[config.mk]
export PLATFORM = sky130hd
export DESIGN_NAME = vend_txn_ctrl
export DESIGN_NICKNAME = d
export VERILOG_FILES = /design/src/rtl/vend_txn_ctrl.sv
export SDC_FILE = /design/constraint.sdc
export NUM_CORES = 1
export LEC_CHECK = 0
export ABC_AREA = 0
export CAP_MARGIN = 20
export CORE_MARGIN = 1.5
export CORE_UTILIZATION = 50
export CTS_BUF_LIST = sky130_fd_sc_hd__clkbuf_8
export DETAILED_ROUTE_END_ITERATION = 10
export GPL_TIMING_DRIVEN = 1
export PLACE_DENSITY = 0.67
export SLEW_MARGIN = 40
export SYNTH_ARGS = -nofsm -noshare
export SYNTH_HDL_FRONTEND = slang
export SYNTH_SLANG_ARGS = --single-unit
export TNS_END_PERCENT = 100
[constraint.sdc]
create_clock -name clock -period 5.8 [get_ports clock]
set_input_delay 1.16 -clock clock [delete_from_list [all_inputs] [get_ports clock]]
set_output_delay 1.16 -clock clock [all_outputs]
set_load 0.02 [all_outputs]
[src/rtl/vend_txn_ctrl.sv]
// vend_txn_ctrl
//   Vending transaction controller. One FSM owns the whole transaction:
//   it collects money into a credit register and validates a product
//   selection against a writable price table. It then handshakes the
//   dispense and pays out change one coin per handshake from a tracked
//   coin inventory.
//
//   Optional feature (macro VEND_TIMEOUT_EN): an inactivity timer in
//   COLLECT. After TIMEOUT_CYCLES cycles without an accepted input, the
//   block behaves exactly as if cancel had been asserted. When the macro
//   is undefined there is no timer and COLLECT waits indefinitely.
//
// Ports
//   clock, reset                  system clock, synchronous active-low reset
//   money_valid/type/ready        one-hot denomination input handshake
//   select_valid/addr/ready       product selection handshake
//   cancel                        abort the transaction and refund credit
//   price_we/waddr/wdata          price table write port (applied in IDLE only)
//   dispense_valid/addr/ready     dispenser request handshake
//   change_valid/coin/ready       change hopper handshake, one coin at a time
//   credit                        current credit
//   num_500..num_5000             coin inventory counts
//   error                         last error code (sticky until a success)
//   state                         FSM state, for debug
//
// FSM states
//   state   | meaning
//   IDLE    | no credit; price table writable; first money starts a transaction
//   COLLECT | credit held; accepts money, selection or cancel
//   VEND    | dispense_valid held until the dispenser takes it
//   CHANGE  | paying out credit, largest coin available first
module vend_txn_ctrl #(
  parameter int CREDIT_W       = 16,
  parameter int NUM_PRODUCTS   = 8,
  parameter int ADDR_W         = 3,
  parameter int CNT_W          = 8,
  parameter int MAX_CREDIT     = 20000,
  parameter int TIMEOUT_CYCLES = 1000
) (
  input  logic                clock,
  input  logic                reset,
  input  logic                money_valid,
  input  logic [3:0]          money_type,
  output logic                money_ready,
  input  logic                select_valid,
  input  logic [ADDR_W-1:0]   select_addr,
  output logic                select_ready,
  input  logic                cancel,
  input  logic                price_we,
  input  logic [ADDR_W-1:0]   price_waddr,
  input  logic [CREDIT_W-1:0] price_wdata,
  output logic                dispense_valid,
  output logic [ADDR_W-1:0]   dispense_addr,
  input  logic                dispense_ready,
  output logic                change_valid,
  output logic [3:0]          change_coin,
  input  logic                change_ready,
  output logic [CREDIT_W-1:0] credit,
  output logic [CNT_W-1:0]    num_500,
  output logic [CNT_W-1:0]    num_1000,
  output logic [CNT_W-1:0]    num_2000,
  output logic [CNT_W-1:0]    num_5000,
  output logic [3:0]          error,
  output logic [2:0]          state
);

  typedef enum logic [2:0] {
    S_IDLE    = 3'd0,
    S_COLLECT = 3'd1,
    S_VEND    = 3'd2,
    S_CHANGE  = 3'd3
  } state_t;

  localparam logic [3:0] ERR_NONE          = 4'd0;
  localparam logic [3:0] ERR_INVALID_MONEY = 4'd1;
  localparam logic [3:0] ERR_INSUFFICIENT  = 4'd2;
  localparam logic [3:0] ERR_OVERFLOW      = 4'd3;
  localparam logic [3:0] ERR_NO_CHANGE     = 4'd4;
  localparam logic [3:0] ERR_BAD_ADDR      = 4'd5;
  localparam logic [3:0] ERR_COIN_FULL     = 4'd6;

  localparam logic [CREDIT_W-1:0] V500  = CREDIT_W'(500);
  localparam logic [CREDIT_W-1:0] V1000 = CREDIT_W'(1000);
  localparam logic [CREDIT_W-1:0] V2000 = CREDIT_W'(2000);
  localparam logic [CREDIT_W-1:0] V5000 = CREDIT_W'(5000);
  localparam logic [CREDIT_W:0]   MAX_C = (CREDIT_W+1)'(MAX_CREDIT);
  localparam logic [ADDR_W:0]     NUM_P = (ADDR_W+1)'(NUM_PRODUCTS);

  function automatic logic [CREDIT_W-1:0] coin_value(input logic [3:0] oh);
    logic [CREDIT_W-1:0] v;
    v = '0;
    case (oh)
      4'b0001: v = V500;
      4'b0010: v = V1000;
      4'b0100: v = V2000;
      4'b1000: v = V5000;
      default: v = '0;
    endcase
    return v;
  endfunction

  state_t              state_q;
  logic [CREDIT_W-1:0] price_tbl [NUM_PRODUCTS];

  logic                money_fire;
  logic                select_fire;
  logic                cancel_fire;
  logic                timeout_hit;
  logic                abort;
  logic [CREDIT_W-1:0] money_val;
  logic [CREDIT_W:0]   money_sum;
  logic                money_onehot;
  logic                money_full;
  logic                addr_ok;
  logic [CREDIT_W-1:0] sel_price;
  logic [3:0]          chg_pick;

  assign state = state_q;

  // Cancel blocks money, and money blocks selection, giving the
  // cancel > money > select priority at the handshake itself.
  assign money_ready  = (state_q == S_IDLE || state_q == S_COLLECT) && !cancel;
  assign select_ready = (state_q == S_COLLECT) && !money_valid && !cancel;

  assign money_fire  = money_valid && money_ready;
  assign select_fire = select_valid && select_ready;
  assign cancel_fire = cancel && (state_q == S_COLLECT);
  assign abort       = cancel_fire || timeout_hit;

  assign money_onehot = $onehot(money_type);
  assign money_val    = coin_value(money_type);
  // One extra bit so credit + value cannot wrap before the limit compare.
  assign money_sum    = {1'b0, credit} + {1'b0, money_val};

  always_comb begin
    money_full = 1'b0;
    case (money_type)
      4'b0001: money_full = &num_500;
      4'b0010: money_full = &num_1000;
      4'b0100: money_full = &num_2000;
      4'b1000: money_full = &num_5000;
      default: money_full = 1'b0;
    endcase
  end

  assign addr_ok   = {1'b0, select_addr} < NUM_P;
  assign sel_price = addr_ok ? price_tbl[select_addr] : '0;

  // Greedy change: largest coin that fits in the credit and is in stock.
  always_comb begin
    chg_pick = 4'b0000;
    if (credit >= V5000 && num_5000 != '0)
      chg_pick = 4'b1000;
    else if (credit >= V2000 && num_2000 != '0)
      chg_pick = 4'b0100;
    else if (credit >= V1000 && num_1000 != '0)
      chg_pick = 4'b0010;
    else if (credit >= V500 && num_500 != '0)
      chg_pick = 4'b0001;
  end

`ifdef VEND_TIMEOUT_EN
  localparam logic [CREDIT_W-1:0] TMR_LOAD = CREDIT_W'(TIMEOUT_CYCLES - 1);
  logic [CREDIT_W-1:0] tmr_q;

  // Down-counter parked at its load value outside COLLECT, so entering
  // COLLECT always starts a full window. Terminal count fires the abort.
  assign timeout_hit = (state_q == S_COLLECT) && !money_fire && !select_fire &&
                       (tmr_q == '0);

  always_ff @(posedge clock) begin
    if (!reset) begin
      tmr_q <= TMR_LOAD;
    end else if (state_q != S_COLLECT || money_fire || select_fire) begin
      tmr_q <= TMR_LOAD;
    end else if (tmr_q != '0) begin
      tmr_q <= tmr_q - 1'b1;
    end
  end
`else
  assign timeout_hit = 1'b0;
`endif

  always_ff @(posedge clock) begin
    if (!reset) begin
      state_q        <= S_IDLE;
      credit         <= '0;
      num_500        <= '0;
      num_1000       <= '0;
      num_2000       <= '0;
      num_5000       <= '0;
      error          <= ERR_NONE;
      dispense_valid <= 1'b0;
      dispense_addr  <= '0;
      change_valid   <= 1'b0;
      change_coin    <= 4'b0000;
      for (int i = 0; i < NUM_PRODUCTS; i++)
        price_tbl[i] <= CREDIT_W'(500 * (i + 1));
    end else begin
      if (price_we && state_q == S_IDLE && ({1'b0, price_waddr} < NUM_P))
        price_tbl[price_waddr] <= price_wdata;

      case (state_q)
        S_IDLE, S_COLLECT: begin
          if (abort) begin
            state_q <= S_CHANGE;
          end else if (money_fire) begin
            if (!money_onehot) begin
              error <= ERR_INVALID_MONEY;
            end else if (money_sum > MAX_C) begin
              error <= ERR_OVERFLOW;
            end else if (money_full) begin
              error <= ERR_COIN_FULL;
            end else begin
              credit  <= money_sum[CREDIT_W-1:0];
              error   <= ERR_NONE;
              state_q <= S_COLLECT;
              case (money_type)
                4'b0001: num_500  <= num_500 + 1'b1;
                4'b0010: num_1000 <= num_1000 + 1'b1;
                4'b0100: num_2000 <= num_2000 + 1'b1;
                4'b1000: num_5000 <= num_5000 + 1'b1;
                default: ;
              endcase
            end
          end else if (select_fire) begin
            if (!addr_ok) begin
              error <= ERR_BAD_ADDR;
            end else if (sel_price > credit) begin
              error <= ERR_INSUFFICIENT;
            end else begin
              credit         <= credit - sel_price;
              dispense_addr  <= select_addr;
              dispense_valid <= 1'b1;
              error          <= ERR_NONE;
              state_q        <= S_VEND;
            end
          end
        end

        S_VEND: begin
          if (dispense_valid && dispense_ready) begin
            dispense_valid <= 1'b0;
            state_q        <= (credit != '0) ? S_CHANGE : S_IDLE;
          end
        end

        S_CHANGE: begin
          // A coin is offered, taken, then the next one is chosen from the
          // updated credit and inventory on the following cycle.
          if (change_valid) begin
            if (change_ready) begin
              change_valid <= 1'b0;
              credit       <= credit - coin_value(change_coin);
              case (change_coin)
                4'b0001: num_500  <= num_500 - 1'b1;
                4'b0010: num_1000 <= num_1000 - 1'b1;
                4'b0100: num_2000 <= num_2000 - 1'b1;
                4'b1000: num_5000 <= num_5000 - 1'b1;
                default: ;
              endcase
            end
          end else if (credit == '0) begin
            state_q <= S_IDLE;
          end else if (chg_pick != 4'b0000) begin
            change_valid <= 1'b1;
            change_coin  <= chg_pick;
          end else begin
            // Unpayable remainder stays as credit for the customer to use.
            error   <= ERR_NO_CHANGE;
            state_q <= S_COLLECT;
          end
        end

        default: state_q <= S_IDLE;
      endcase
    end
  end

endmodule

# [Word level (Yosys, flattened, before mapping)]
# Memory sizes are Yosys's and may differ from the RTL's.
# Cells that the tools add are included.
[classes] n_addsub=14 multipliers=0 div_mod_pow=0 order_cmp=6 eq_ne=45 n_shift=0 mux=102 bitwise_logic=5 reduce_logical=41
[op_table] cell="$mux 8" count=36
[op_table] cell="$mux 16" count=14
[op_table] cell="$pmux 13 s4" count=2
[op_table] cell="$pmux 8 s2" count=4
[op_table] cell="$mux 3" count=15
[op_table] cell="$reduce_and 10->1" count=4
[op_table] cell="$reduce_and 8->1" count=5
[op_table] cell="$add 8x1->8 const B" count=4
[op_table] cell="$mux 4" count=8
[op_table] cell="$pmux 16 s2" count=1
[op_table] cell="$reduce_bool 8->1" count=4
[op_table] cell="$sub 16x16->16" count=2
[op_table] cell="$sub 8x1->8 const B" count=4
[op_table] cell="$ne 2x2->1 const B" count=14
[op_table] cell="$ne 4x4->1 const B" count=5
[op_table] cell="$ne 3x3->1 const B" count=6
[op_table] cell="$add 16x16->17" count=1
[op_table] cell="$gt 17x15->1 const B" count=1
[op_table] cell="$ge 16x10->1 const B" count=1
[op_table] cell="$ge 16x11->1 const B" count=1
[op_table] cell="$ge 16x13->1 const B" count=1
[op_table] cell="$ge 16x9->1 const B" count=1
[op_table] cell="$gt 16x16->1" count=1
[op_table] cell="$logic_not 16->1" count=1
[op_table] cell="other kinds (29)" count=77
[totals] reg_bits=64 latchBits=0 ram_bits=128 romBits=0 output_inout_bits=66 mem_count=1
[mem_list] memory="price_tbl" depth=8 word_bits=16 rd=1 rd_ports_with_merged_regs=0 write_ports=8 line="103" source="logic [CREDIT_W-1:0] price_tbl [NUM_PRODUCTS];"

# [Logic depth before layout (Yosys ltp)]
# Gate-level depths: netlist of run 1.
[logic_depth] word_depth=11 mapped_depth=18 depth_no_buf=15

# [Least setup slack after synthesis of run 1]
# Ideal clock, no wire load.
[synth_path] path_kind="input port to flip-flop" start="input port select_addr[0]" end="register credit[13]" setup_ns=0.088 arrival_ns=5.212 required_time_ns=5.712 setup_slack_ns=0.500 stages=14 path_buffers=3 cell_sequence="clkbuf_1 -> buf_1 -> mux4_2 -> mux2i_1 -> fa_1 -> a211oi_1 -> o21ai_0 -> a311oi_1 -> o211ai_1 -> nand4_1 -> a211oi_1 -> clkbuf_1 -> nand2_1 -> o31ai_1"
[synth_between] elab_chain_len=7 word_cells_on_any_way=10 classes_between="1 x add/sub; 1 x order compare; 1 x eq/ne; 5 x mux; 1 x reduce/logical; 1 x memory"
[synth_rtl] item="from (decl)" line="46" source="input logic [ADDR_W-1:0] select_addr,"
[synth_rtl] item="$mem_v2 8x16 (*)"
[synth_rtl] item="$sub 16x16->16" line="232" source="credit <= credit - sel_price;"
[synth_rtl] item="$mux 16" line="229" source="end else if (sel_price > credit) begin"
[synth_rtl] item="$mux 16" line="226" source="end else if (select_fire) begin"
[synth_rtl] item="$mux 16" line="207" source="end else if (money_fire) begin"
[synth_rtl] item="$mux 16" line="205" source="if (abort) begin"
[synth_rtl] item="$pmux 16 s2" line="203" source="case (state_q)"
[synth_rtl] item="to (signal assigned)" line="215" source="credit <= money_sum[CREDIT_W-1:0];"
[synth_rtl] item="to (signal assigned)" line="232"
[synth_rtl] item="to (signal assigned)" line="254" source="credit <= credit - coin_value(change_coin);"
[synth_rtl] item="to (decl)" line="58" source="output logic [CREDIT_W-1:0] credit,"
# Mark *: on every way between the ends. The rest lies on a longest branch, timed or not. The select of a mux whose other input is x is not followed.
# A chain may end at the register's enable or synchronous reset.

# [Worst setup path in the final report of run 1]
[layout_path] start="input port money_type[0]" end="register credit[13]"
[layout_between] elab_chain_len=9 word_cells_on_any_way=21 classes_between="3 x add/sub; 1 x order compare; 8 x eq/ne; 8 x mux; 1 x reduce/logical"
[layout_rtl] item="from (decl)" line="43" source="input logic [3:0] money_type,"
[layout_rtl] item="branches (longest 9 deep; another with $add 16x16->17)"
# Parallel ways; which one is timed is not known. The select of a mux whose other input is x is not followed.

==> results of run 1 <==
## sequential cells by signal, indices dropped and copies added, names as in the netlist
name            count
price_tbl         128
credit             16
num_1000            8
num_2000            8
num_5000            8
num_500             8
change_coin         4
dispense_addr       3
error               3
state               2
change_valid        1
dispense_valid      1
## stage by stage
step	instances	hold slack, ns	setup slack, ns	utilization
global route	1712	0.516	0.384	0.581
global placement	1681	0.479	0.0539	0.565
finish	1712	0.494	0.533	0.581
floorplan	1278	0.556	0.500	-
detailed placement	1681	0.480	-0.0702	0.566
CTS	1712	0.496	0.420	0.580
## worst paths after layout
kind,to,start,cells after the start
max,credit[13],money_type[0],16
min reg2reg,dispense_valid,dispense_valid,2
min,dispense_valid,dispense_valid,2
max reg2reg,credit[13],price_tbl[3][0],13
## metal layers
| layer | part of all wire | wire length (um) | up-vias | global-route usage |
|---|---|---|---|---|
| li1 | - | - | 5064 | - |
| met1 | 0.43 | 15200 | 5204 | 0.359 |
| met2 | 0.50 | 17500 | 378 | 0.458 |
| met3 | 0.053 | 1890 | 49 | 0.0407 |
| met4 | 0.022 | 777 | 0 | 0.0876 |
| met5 | 0 | 0 | - | 0 |
## layout by cell type (no fill, tap or decap), types with 9 or more instances in the layout
master / count
buf_4: 44
and3_1: 11
o221ai_1: 9
edfxtp_1: 128
a21oi_1: 50
nand2b_1: 32
inv_1: 35
xor2_1: 14
nor4_1: 18
xnor2_1: 28
nor3_1: 30
and2_1: 83
o21a_1: 11
a21o_1: 23
nand3_1: 37
mux2i_1: 33
a31oi_1: 15
clkdlybuf4s50_1: 95
o21ai_0: 46
a211oi_1: 10
or4_1: 10
nor2_1: 80
o211ai_1: 27
clkbuf_8: 17
o21ai_1: 9
or3_1: 51
dfxtp_1: 62
nand4_1: 37
ha_1: 65
nand2_1: 79
mux4_2: 32
nor2b_1: 17
## cells in the mapped netlist, drive strengths merged, types with 6 or more instances
cell type,instances
edfxtp,128
and2,84
nor2,81
nand2,80
ha,65
dfxtp,62
clkbuf,58
o21ai,57
or3,52
a21oi,50
nand3,38
nand4,37
inv,36
mux2i,33
nand2b,33
nor3,33
mux4,32
o211ai,28
xnor2,28
a21o,23
nor4,19
nor2b,17
a31oi,16
xor2,14
and3,11
buf,11
o21a,11
a211oi,10
or4,10
o221ai,9
or2,9
a32oi,8
fa,8
o31ai,8
a2111oi,7
a221oi,7
o41a,6
## kinds of logic (layout without fill, tap and decap cells)
logic type      count (synthesis)  in the layout  synth area share
other cells                     1              2          0.000294
buf+inv                       105            209            0.0320
xor+xnor                       42             42            0.0289
fa+ha+maj                      73             73            0.0764
compound gates                281            281             0.158
flops                         190            190             0.399
simple gates                  519            519             0.222
mux                            66             66            0.0834
## layout make-up
| class | count | area, um2 | area share |
|---|---|---|---|
| Inverter | 36 | 136 | 0.00935 |
| Tap cell | 330 | 413 | 0.0283 |
| Sequential cell | 190 | 5080 | 0.349 |
| Clock inverter | 14 | 128 | 0.00875 |
| Multi-Input combinational cell | 983 | 7280 | 0.499 |
| Timing Repair Buffer | 142 | 1310 | 0.0899 |
| Clock buffer | 17 | 234 | 0.0160 |
## power by group through the flow
stage               clock, mW  combinational (mW)  sequential (mW)
floorplan                   0               0.923             1.63
global placement            0                1.33             1.66
detailed placement          0                1.34             1.66
CTS                     0.867                1.35             1.63
global route            0.913                1.49             1.64
finish                  0.855                1.37             1.63
## worst max-delay path: cells and delay by family
kind | cells | cell delay [ns]
buf+inv | 2 | 0.57
compound gates | 6 | 2.01
xor+xnor | 1 | 0.17
simple gates | 5 | 1.20
fa+ha+maj | 2 | 0.56
==> flow_metrics.env, run 1 <==
export IMPL_clock_root_buffer="clkbuf_8"
export IMPL_crit_required_ns=6.20
export IMPL_dieArea_um2=26400
export IMPL_grt_max_degree=53
export IMPL_final_min_clock_period_ns=5.27
export IMPL_clock_path_buffers=2
export IMPL_cts_buffers=17
export IMPL_p_sw_frac=0.382
export IMPL_crit_chain="clkdlybuf4s50_1 > inv_1 > ha_1 > or3b_1 > nand2_1 > or3_1 > ha_1 > and3_1 > a22o_1 > o311a_4 > xnor2_1 > a2111oi_2 > o22ai_2 > o211ai_2 > nand2_1 > o31ai_1"
export IMPL_syn_avg_cell_area_um2=9.97
export IMPL_setup_viol=0
export IMPL_final_antenna_net_count=0
export IMPL_cts_sinks=190
export IMPL_ys_flop_type="edfxtp_1"
export IMPL_grt_pass1_wl_um=55200
export IMPL_dr_pass1_iters=7
export IMPL_drive_gt1_frac=0.103
export IMPL_crit_path_end_kind="flop"
export IMPL_cts_tree="done"
export IMPL_htreeDepth=4
export IMPL_io_pins=100
export IMPL_maxSlewHeadroom=0.475
export IMPL_area_growth_pct=14.5
export IMPL_fin_crit_sh=0.908
export IMPL_status="finished clean"
export IMPL_critPathMaxStageDelay_ns=0.48
export IMPL_yosysSeqAreaShare=0.399
export IMPL_routed_wl_um=35400
export IMPL_grtUsageTotal=0.271
export IMPL_setup_tns_ns=0
export IMPL_synth_enable_flop_cells=128
export IMPL_synth_top_area_share=0.302
export IMPL_nets=1477
export IMPL_clkTransAtPathRegs_ns=0.11
export IMPL_crit_fanout=7
export IMPL_p_leak_nw=5.27
export IMPL_fmax_mhz=190
export IMPL_clock_latency_ns=0.49
export IMPL_vias_per_cell=6.25
export IMPL_die_h_um=163
export IMPL_fin_skew_ns=0.0255
export IMPL_path_class="input pin to flop"
export IMPL_r2r_slack_ns=1.60
export IMPL_detail_route_wl_per_cell_um=20.7
export IMPL_ys_types=81
export IMPL_max_slew_worst_pin_slew_ns=0.785
export IMPL_syn_cell_area_um2=12700
export IMPL_post_cts_setup_buffers=0
export IMPL_startpoint_type="input pin"
export IMPL_async_reset_ff_frac=0
export IMPL_drv_cap=0
export IMPL_synth_cells=1277
export IMPL_num_vias=10695
export IMPL_dpl_cell_area_um2=14200
export IMPL_core_um2=25100
export IMPL_drc=0
export IMPL_num_rows=58
export IMPL_power_density_nw_per_um2=264
export IMPL_gp_congestion=0.911
export IMPL_seqPwrFrac=0.424
export IMPL_yosys_register_bits=190
export IMPL_antenna_found_initial=0
export IMPL_yosys_warnings=0
export IMPL_internal_power_mw=2.38
export IMPL_grt_pass1_vias=9941
export IMPL_power_frac_comb=0.355
export IMPL_peakVddDrop_uv=161
export IMPL_synth_top_cells_by_area="edfxtp_1 (30%), dfxtp_1 (9.7%), ha_1 (6.4%)"
export IMPL_drv_slew=0
export IMPL_switching_power_mw=1.47
export IMPL_dieWidth_um=163
export IMPL_clkPwrFrac=0.222
export IMPL_critical_path_slowest_cell="clkdlybuf4s50_1"
export IMPL_hold_buffers=0
export IMPL_hpwlAfterDp_um=25700
export IMPL_finalHoldViolations=0
export IMPL_final_area_um2=14600
export IMPL_start_util=0.507
export IMPL_cts_resized=0
export IMPL_hold_path_class="flop to flop"
export IMPL_dr_first_iter_drc_count=842
export IMPL_yosysTopAreaCell="edfxtp_1"
export IMPL_p_total_mw=3.86
export IMPL_antenna_cells=0
export IMPL_rsz0062_at_grt="no"
export IMPL_fill_cells=2179
export IMPL_portBuffers=97
export IMPL_grt_overflow=0
export IMPL_crit_arrival_ns=5.66
(Power assumes the default switching activity.)
==> run 2, diff against run 1 <==
--- a/config.mk
+++ b/config.mk
@@ -6,13 +6,16 @@
 export NUM_CORES = 1
 export LEC_CHECK = 0
 export ABC_AREA = 0
+export ABC_CLOCK_PERIOD_IN_PS = 6500
 export CAP_MARGIN = 20
+export CELL_PAD_IN_SITES_DETAIL_PLACEMENT = 1
+export CELL_PAD_IN_SITES_GLOBAL_PLACEMENT = 2
 export CORE_MARGIN = 1.5
-export CORE_UTILIZATION = 50
+export CORE_UTILIZATION = 43
 export CTS_BUF_LIST = sky130_fd_sc_hd__clkbuf_8
 export DETAILED_ROUTE_END_ITERATION = 10
 export GPL_TIMING_DRIVEN = 1
-export PLACE_DENSITY = 0.67
+export PLACE_DENSITY = 0.86
 export SLEW_MARGIN = 40
 export SYNTH_ARGS = -nofsm -noshare
 export SYNTH_HDL_FRONTEND = slang
==> constraint.sdc (replaced) <==
create_clock -name clock -period 6.5 [get_ports clock]
set_input_delay 1.3 -clock clock [delete_from_list [all_inputs] [get_ports clock]]
set_output_delay 1.3 -clock clock [all_outputs]
set_load 0.02 [all_outputs]
==> run 2 against run 1 <==
Wire length grew 20%. Power shrank 7.7%. Register-to-register slack gained 0.64 ns. Critical endpoint is now num_1000[1]. Largest cell class unchanged.
==> flow_metrics.env, run 2 (same netlist as run 1, synthesis figures left out) <==
export IMPL_status="finished clean"
export IMPL_grt_use_met3=0.0339
export IMPL_dr_pass1_iters=5
export IMPL_grt_pass1_vias=11245
export IMPL_regMostFlops="price_tbl"
export IMPL_htreeDepth=4
export IMPL_post_cts_setup_buffers=0
export IMPL_pre_cts_ws_ns=0.491
export IMPL_max_slew_worst_pin_slew_ns=0.810
export IMPL_setup_viol=0
export IMPL_routed_wl_um=42300
export IMPL_reg_top3="price_tbl (128), credit (16)"
export IMPL_fin_skew_ns=0.0200
export IMPL_p_leak_nw=5.25
export IMPL_vias_per_cell=6.22
export IMPL_clock_path_buffers=2
export IMPL_hold_path_class="flop to flop"
export IMPL_maxSlewHeadroom=0.458
export IMPL_grt_pass1_wl_um=65000
export IMPL_path_common_cell="ha_1"
export IMPL_nets=1468
export IMPL_setup_tns_ns=0
export IMPL_cp_top_family="simple AND/OR/NAND/NOR gates"
export IMPL_detail_route_wl_per_cell_um=24.1
export IMPL_regArea_um2=5080
export IMPL_area_growth_pct=14.9
export IMPL_crit_buf_inv=2
export IMPL_use_met2=0.477
export IMPL_die_h_um=175
export IMPL_finalHoldViolations=0
export IMPL_final_common_cell="edfxtp_1"
export IMPL_layout_common_cells="edfxtp_1 (128), clkdlybuf4s50_1 (95), and2_1 (83), nand2_1 (80), nor2_1 (76)"
export IMPL_gp_congestion=0.886
export IMPL_portBuffers=97
export IMPL_rsz0062_at_grt="no"
export IMPL_busiest_layer="met2"
export IMPL_io_pins=100
export IMPL_fmax_mhz=180
export IMPL_final_antenna_net_count=0
export IMPL_crit_required_ns=6.92
export IMPL_grt_overflow=0
export IMPL_clkTransAtPathRegs_ns=0.11
export IMPL_dr_first_iter_drc_count=624
export IMPL_cp_num_cells=16
export IMPL_num_vias=10929
export IMPL_drv_slew=0
export IMPL_crit_fanout=14
export IMPL_cts_resized=0
export IMPL_startpoint_type="input pin"
export IMPL_start_util=0.440
export IMPL_dieWidth_um=175
export IMPL_crit_arrival_ns=5.96
export IMPL_power_density_nw_per_um2=243
export IMPL_fill_cells=3230
export IMPL_crit_path_end_kind="flop"
export IMPL_largest_reg_flops=128
export IMPL_hold_depth=2
export IMPL_setup_ws_ns=0.957
export IMPL_critical_path_slowest_cell="o311ai_0"
export IMPL_peakVddDrop_uv=158
export IMPL_met1_usage=0.363
export IMPL_cts_sinks=190
export IMPL_crit_chain="clkdlybuf4s50_1 > inv_1 > ha_1 > or3b_1 > nand2_1 > or3_1 > ha_1 > and3_1 > o41a_1 > o41ai_1 > o311ai_0 > and4b_2 > nand3_4 > o22a_1 > or4_1 > nand3_1"
export IMPL_cts_buffers=17
export IMPL_clock_root_buffer="clkbuf_8"
export IMPL_multi_input_comb_area_um2=7270
export IMPL_grtUsageTotal=0.278
export IMPL_reg2reg_depth=10
export IMPL_fin_crit_sh=0.853
export IMPL_antenna_found_initial=0
export IMPL_drive_gt1_frac=0.0975
export IMPL_clock_latency_ns=0.50
export IMPL_drv_cap=0
export IMPL_critPathMaxStageDelay_ns=0.57
export IMPL_hpwlAfterDp_um=31100
export IMPL_antenna_cells=0
export IMPL_cts_tree="done"
export IMPL_hold_buffers=0
export IMPL_grt_max_degree=73
export IMPL_drc=0
export IMPL_core_um2=28900
export IMPL_path_class="input pin to flop"
export IMPL_final_min_clock_period_ns=5.54
export IMPL_num_rows=62
export IMPL_dieArea_um2=30700
-- run 2: cell count changes in the layout (fill, tap and decap cells not counted), sizes merged --
cell / before / now
clkinv: 4 / 6
buf: 47 / 38
inv: 42 / 45
clkinvlp: 4 / 0
-- run 2: cell type report --
cell class / count / area share
Tap cell: 384 / 0.0328
Inverter: 36 / 0.00941
Clock buffer: 17 / 0.0160
Timing Repair Buffer: 133 / 0.0850
Multi-Input combinational cell: 983 / 0.497
Clock inverter: 15 / 0.0122
Sequential cell: 190 / 0.348
-- run 2: layer usage --
| layer | vias up | wire length, um |
|---|---|---|
| li1 | 5035 | - |
| met1 | 5529 | 18600 |
| met2 | 290 | 21000 |
| met3 | 75 | 1660 |
| met4 | 0 | 1120 |
| met5 | - | 0 |
-- run 2: worst paths after layout --
| check | startpoint | end | slack, ns |
|---|---|---|---|
| setup / recovery | money_type[0] | num_1000[1] | 0.96 |
| hold / removal | dispense_valid | dispense_valid | 0.53 |
| setup reg to reg | credit[2] | num_1000[1] | 2.24 |
| hold reg to reg | dispense_valid | dispense_valid | 0.53 |
-- run 2: worst reg2reg max path, cell delays in order, from the launching register on --
cell,delay (ns)
dfxtp_1,0.65
ha_1,0.29
fa_1,0.48
or4_1,0.52
or4_1,0.44
a2111oi_2,0.30
and4b_2,0.37
nand3_4,0.13
o22a_1,0.43
or4_1,0.48
nand3_1,0.10
-- run 2: report_power, final --
group,internal [mW],switching [mW]
Combinational,0.498,0.779
Sequential,1.35,0.115
Clock,0.299,0.524
Total,2.14,1.42
-- run 2: through the flow --
| stage | power (mW) | utilization | instance area (um2) | cells | hold slack, ns |
|---|---|---|---|---|---|
| after floorplan | 2.28 | - | 12700 | 1278 | 0.556 |
| after global placement | 2.71 | 0.491 | 14200 | 1726 | 0.497 |
| after detailed placement | 2.75 | 0.491 | 14200 | 1726 | 0.511 |
| after CTS | 3.56 | 0.505 | 14600 | 1758 | 0.526 |
| after global routing | 3.72 | 0.506 | 14600 | 1758 | 0.539 |
| final | 3.56 | 0.506 | 14600 | 1758 | 0.529 |
